==> config.mk <==
export PLATFORM = sky130hd
export DESIGN_NAME = mpls_playlist_scheduler
export DESIGN_NICKNAME = d
export VERILOG_FILES = /design/src/rtl/mpls_playlist_scheduler.sv
export SDC_FILE = /design/constraint.sdc
export NUM_CORES = 1
export LEC_CHECK = 0
export ABC_CLOCK_PERIOD_IN_PS = 6300
export BUFFER_PORTS_ARGS = -buffer_cell sky130_fd_sc_hd__buf_2
export CAP_MARGIN = 40
export CORE_MARGIN = 5
export CORE_UTILIZATION = 32
export DETAILED_ROUTE_END_ITERATION = 7
export GPL_TIMING_DRIVEN = 0
export PLACE_DENSITY_LB_ADDON = 0.08
export SETUP_SLACK_MARGIN = 0.3
export SYNTH_ARGS = -nofsm -noshare
export SYNTH_HDL_FRONTEND = slang
export SYNTH_SLANG_ARGS = --single-unit
==> constraint.sdc <==
create_clock -name clk_10MHz -period 6.3 [get_ports clk_10MHz]
set_input_delay 0.945 -clock clk_10MHz [delete_from_list [all_inputs] [get_ports clk_10MHz]]
set_output_delay 0.945 -clock clk_10MHz [all_outputs]
set_load 0.005 [all_outputs]
==> src/rtl/mpls_playlist_scheduler.sv <==
// Playlist scheduler: steps the LED sequencer through a RAM of {duration, clk_selector, pattern_sel}
// entries, pulsing seq_rstn low on each load. Define MPLS_SCHED_PAUSE_EN to add the pause input.
module mpls_playlist_scheduler #(
  parameter int DEPTH    = 8,
  parameter int AW       = 3,
  parameter int TICK_DIV = 10000000
) (
  input  logic          clk_10MHz,
  input  logic          rst,
  input  logic          cfg_we,
  input  logic [AW-1:0] cfg_addr,
  input  logic [14:0]   cfg_data,
  input  logic [AW:0]   cfg_len,
  input  logic          loop_en,
  input  logic          start,
  input  logic          stop,
`ifdef MPLS_SCHED_PAUSE_EN
  input  logic          pause,
`endif
  output logic [4:0]    pattern_sel,
  output logic [1:0]    clk_selector,
  output logic          seq_rstn,
  output logic [AW-1:0] entry_idx,
  output logic          busy,
  output logic          done
);

  localparam int DIV_W = (TICK_DIV > 1) ? $clog2(TICK_DIV) : 1;
  localparam logic [DIV_W-1:0] DIV_LAST = DIV_W'(TICK_DIV - 1);

  localparam logic [1:0] IDLE    = 2'd0;
  localparam logic [1:0] LOAD    = 2'd1;
  localparam logic [1:0] PLAY    = 2'd2;
  localparam logic [1:0] ADVANCE = 2'd3;

  logic [14:0]      mem [DEPTH];
  logic [1:0]       state_reg;
  logic [AW-1:0]    idx_reg;
  logic [7:0]       dur_reg;
  logic [7:0]       tick_cnt_reg;
  logic [DIV_W-1:0] div_reg;
  logic [14:0]      rd_entry;
  logic [AW:0]      idx_inc;
  logic             play_hold;

  // Writes are accepted in every state; the playing entry keeps its registered copy.
  always_ff @(posedge clk_10MHz) begin
    if (cfg_we) begin
      mem[cfg_addr] <= cfg_data;
    end
  end

  assign rd_entry = mem[idx_reg];
  assign idx_inc  = {1'b0, idx_reg} + {{AW{1'b0}}, 1'b1};

`ifdef MPLS_SCHED_PAUSE_EN
  assign play_hold = pause;
`else
  assign play_hold = 1'b0;
`endif

  always_ff @(posedge clk_10MHz) begin
    if (rst) begin
      state_reg    <= IDLE;
      idx_reg      <= '0;
      dur_reg      <= '0;
      tick_cnt_reg <= '0;
      div_reg      <= '0;
      pattern_sel  <= '0;
      clk_selector <= '0;
      seq_rstn     <= 1'b0;
      entry_idx    <= '0;
      busy         <= 1'b0;
      done         <= 1'b0;
    end else begin
      done     <= 1'b0;
      seq_rstn <= 1'b1;
      if (stop && state_reg != IDLE) begin
        // Abort keeps the last pattern on the sequencer outputs.
        state_reg <= IDLE;
        busy      <= 1'b0;
      end else begin
        case (state_reg)
          IDLE: begin
            if (start && !stop && cfg_len != '0) begin
              idx_reg   <= '0;
              seq_rstn  <= 1'b0;
              busy      <= 1'b1;
              state_reg <= LOAD;
            end
          end
          LOAD: begin
            pattern_sel  <= rd_entry[4:0];
            clk_selector <= rd_entry[6:5];
            dur_reg      <= rd_entry[14:7];
            entry_idx    <= idx_reg;
            div_reg      <= '0;
            tick_cnt_reg <= '0;
            state_reg    <= (rd_entry[14:7] == 8'd0) ? ADVANCE : PLAY;
          end
          PLAY: begin
            if (!play_hold) begin
              if (div_reg == DIV_LAST) begin
                div_reg      <= '0;
                tick_cnt_reg <= tick_cnt_reg + 8'd1;
                if (tick_cnt_reg + 8'd1 == dur_reg) begin
                  state_reg <= ADVANCE;
                end
              end else begin
                div_reg <= div_reg + 1'b1;
              end
            end
          end
          ADVANCE: begin
            if (idx_inc < cfg_len) begin
              idx_reg   <= idx_reg + 1'b1;
              seq_rstn  <= 1'b0;
              state_reg <= LOAD;
            end else if (loop_en) begin
              idx_reg   <= '0;
              seq_rstn  <= 1'b0;
              state_reg <= LOAD;
            end else begin
              done      <= 1'b1;
              busy      <= 1'b0;
              state_reg <= IDLE;
            end
          end
          default: begin
            state_reg <= IDLE;
            busy      <= 1'b0;
          end
        endcase
      end
    end
  end

endmodule

; ---- Yosys cells after proc, flatten, opt, wreduce, memory -nomap -nowiden
; Memory sizes are Yosys's and may differ from the RTL's. A register that Yosys moved wholly into a read port is not among the register bits.
; Cells that the tools add are included.
[op_classes]
reduce_logical = 18
magnitude_cmp = 1
n_mux = 28
n_bitwise = 2
addsub = 4
eq_ne = 11
[op_table]
columns = operator, count
row1 = 24-bit one-hot mux with 2 select lines, 1
row2 = "24-bit by 1-bit adder with 24-bit output, second input constant", 1
row3 = "24-bit equality test, second input constant", 1
row4 = 24-bit 2-to-1 mux, 1
row5 = 8-bit one-hot mux with 2 select lines, 1
row6 = 3-bit 2-to-1 mux, 5
row7 = 1-bit 2-to-1 mux, 12
row8 = "2-bit != test, second input constant", 5
row9 = "8-bit by 1-bit adder with 8-bit output, second input constant", 1
row10 = 8-bit equality test, 1
row11 = 8-bit zero test, 1
row12 = 8-bit 2-to-1 mux, 1
row13 = 2-bit one-hot mux with 4 select lines, 1
row14 = 4-bit AND reduction, 2
row15 = 2-bit 2-to-1 mux, 3
row16 = 3-bit one-hot mux with 2 select lines, 1
row17 = 3-bit AND reduction, 2
row18 = 2-bit nonzero test, 3
row19 = "3-bit by 1-bit adder with 4-bit output, second input constant", 1
row20 = "2-bit equality test, second input constant", 2
row21 = 4-bit < comparator, 1
row22 = 1-bit one-hot mux with 2 select lines, 2
row23 = 2-bit AND reduction, 2
row24 = 4-bit nonzero test, 1
row25 = 9 further kinds, 12
[totals]
input_bits = 28
ff_bits = 58
ram_bits = 120
output_inout_bits = 13
word_cells = 76
n_memories = 1
[memory_table]
columns = name, words, width, read_ports, rd_ports_with_merged_regs, write_ports, line
row1 = mem, 8, 15, 1, 1, 1, 36  ; logic [14:0] mem [DEPTH];

; ---- Depth between registers and ports, before layout
[logic_depth]
word_depth = 7
ltp_mapped = 9
depth_no_buf = 9

; ---- Worst setup path before layout
; Ideal clock, no wire load.
[synth_timing]
path_kind = input port to flip-flop
startpoint = in cfg_addr[1]
endpoint = mem mem[0][0], enable pin
t_required_ns = 5.894
arrival_time_ns = 2.191
setup_ns = 0.406
n_path_buf = 0
path_slack_ns = 3.703
cell_stages = 2
cell_sequence = nand2b_1 > nor3_1
[synth_lines]
columns = item, line
row1 = from (decl), 11  ; input logic [AW-1:0] cfg_addr,
row2 = to (decl), 36
; No word-level cell before the write port.

==> results.json <==
{
  "critPathSlowestCell": "a221oi_1",
  "endpoint_kind": "flip-flop",
  "crit_type": "flip-flop to flip-flop",
  "area_growth_syn_to_layout_pct": 17.61,
  "synth_edf_count": 120,
  "vias": 4819,
  "clk_latency_ns": 0.43,
  "cp.required_ns": 6.59,
  "clk_pin_slew_ns": 0.07,
  "place_inst": 952,
  "synthArstFlopShare_pct": 0,
  "synth_nets": 617,
  "outcome": "finished, final reports clean",
  "drv_cap": 0,
  "instances_no_fill": 984,
  "grt_usage_pct": 13.10,
  "worst_pin_slew_ns": 0.8107,
  "synthesis.area_mm2": 0.007795,
  "max-vdd-ir-drop_uv": 154.8,
  "leakage_uw": 0.003015,
  "nNetsFinal": 685,
  "clockBufferDepth": 2,
  "n_antenna_cell": 0,
  "grt_max_degree": 20,
  "netlist-cell-type-count": 62,
  "grt_use_met3_pct": 2.904,
  "globalRouteOverflowTotal": 0,
  "nFillCells": 2294,
  "dp_hpwl_um": 12840,
  "antenna_found_initial": 0,
  "finalMaxSlewViolations": 0,
  "die_area_mm2": 0.02758,
  "finalSetupViolations": 0,
  "grt_pass1_wl_um": 28230,
  "largest_reg_flops": 120,
  "fin_tns_setup_ns": 0,
  "drt_pass1_iterations": 4,
  "syn_area_per_cell_um2": 13.46,
  "met2_usage_pct": 22.28,
  "die_y_um": 166.1,
  "gp_congestion": 0.7776,
  "port_buffers": 39,
  "hold_class": "flip-flop to flip-flop",
  "arrival_ns": 2.86,
  "finClkSkew_ns": 0.01318,
  "drive_gt1_share_pct": 20.15,
  "use_met1_pct": 17.05,
  "busiest_layer": "met2",
  "synthCells": 579,
  "drt_iter0_drc": 273,
  "fin_crit_sh_pct": 40.77,
  "grt_pass1_vias": 5010,
  "path_max_fanout": 5,
  "drc": 0,
  "core_area_mm2": 0.02418,
  "cts_sinks": 181,
  "hold_buffers": 0,
  "h-tree-depth": 4,
  "cts_setup_buffers": 0,
  "max_freq_mhz": 389.3,
  "numCtsBuffers": 17,
  "relSlewSlack_pct": 45.50,
  "yosysSeqAreaShare_pct": 61.89,
  "root_buffer": "clkbuf_16",
  "start_util_pct": 32.24,
  "ant_nets": 0,
  "io_pins": 41,
  "via_per_inst": 4.897,
  "crit_chain": "ha_1 > xor2_1 > ha_1 > o21ai_0 > a221oi_1 > a221oi_1 > inv_1 > o21ai_1 > a21oi_1",
  "power_density_mw_per_mm2": 306.9,
  "period_minus_slack_ns": 2.569,
  "cpLargestDelayFamily": "compound AO/OA/AOI/OAI gates",
  "cts_tree": "done",
  "dieWidth_um": 166.1,
  "critPathLaunchType": "flip-flop",
  "worst-path-buf-inv": 1,
  "cts_resized": 0,
  "synth_flop_cell": "edfxtp_1",
  "wl_um": 17770,
  "hold_viol_final": 0,
  "std_cell_rows": 57,
  "rsz0062_at_grt": "no",
  "wl_per_cell_um": 18.06,
  "ys_warn_count": 0,
  "critical_path.max_stage_delay_ns": 0.53,
  "ys_ff_latch": 181
}
==> cells by family after synthesis <==
group	share of synthesized area, %
AOI/OAI and AO/OA	6.100
xor gates and xnor gates	3.483
adders and majority gates	1.605
buffers and inverters	2.247
DFF	61.89
muxes	11.73
and+or+nand+nor	12.94
==> cell type report <==
type	count	area (µm²)	share of cell area [%]
buffer	23	118.9	1.297
clock buffer	17	425.4	4.640
clock inverter	15	152.6	1.665
inverter	15	56.30	0.6142
multi-input combinational	360	2820	30.76
sequential	181	4825	52.63
tap	324	405.4	4.422
timing repair buffer	49	364.1	3.972
==> layout by cell type (no fill, tap or decap), types with 8 or more instances in the layout <==
master,netlist,routed
nor2_1,72,66
inv_1,13,13
nor2b_1,10,10
a211oi_1,16,16
mux2i_1,19,19
edfxtp_1,120,120
o21ai_1,8,8
nand4_1,9,9
buf_2,8,47
dfxtp_1,61,61
xor2_1,15,15
xnor2_1,16,16
a21oi_1,25,25
ha_1,10,10
clkbuf_1,11,11
nand2_1,20,20
clkbuf_16,0,17
nand3_1,16,16
and3_1,9,9
mux4_2,24,24
nor3_1,18,16
==> power breakdown <==
group	switching (µW)	internal [µW]	total (µW)
Clock	504	529	1030
Sequential	43.7	1340	1380
Combinational	239	157	396
==> metal layers <==
metal	vias to the layer above	share of wire (%)
met1	2407	46
met2	69	50
met5	-	0
li1	2330	-
met3	13	3.2
met4	0	0.89
==> worst paths after layout <==
path               from         end  slack (ns)  depth (start not counted)
min          div_reg[1]  div_reg[1]        0.49                          2
max reg2reg  idx_reg[0]   flip-flop        3.73                          9
min reg2reg  div_reg[1]  div_reg[1]        0.49                          2
max          idx_reg[0]   flip-flop        3.73                          9
==> cells in the mapped netlist, types with 6 or more instances <==
master,count,area (µm²)
nor3_1,18,90.09
nor2_1,72,270.3
nand3_1,16,80.08
xnor2_1,16,140.1
dfxtp_1,61,1221
nand2_1,20,75.07
clkbuf_1,11,41.29
a211oi_1,16,120.1
edfxtp_1,120,3603
mux4_2,24,540.5
nand4_1,9,56.30
and2_1,7,43.79
and3_1,9,56.30
inv_1,13,48.80
ha_1,10,125.1
xor2_1,15,131.4
mux4_1,7,183.9
o21ai_1,8,40.04
nand2b_1,7,43.79
mux2i_1,19,190.2
nor2b_1,10,62.56
buf_2,8,40.04
a21oi_1,25,125.1
o21ai_0,6,30.03
==> worst min-delay path: cells and delay by family, from the launching register on <==
kind / cells / cell delay (ns)
compound gates: 1 / 0.05
flops: 1 / 0.33
simple gates: 1 / 0.06
==> stage by stage <==
step	power (µW)	hold slack, ns	cell area (µm²)	setup slack [ns]	util (%)
CTS	2853	0.4933	9168	3.697	37.92
finish	2814	0.4888	9168	3.731	37.92
global placement	1802	0.4726	8396	2.425	34.73
detailed placement	1816	0.4833	8589	3.397	35.53
floorplan	1667	0.4534	7795	3.703	-
global route	2948	0.5117	9168	3.545	37.92
Power figures use the tool's default switching activity.
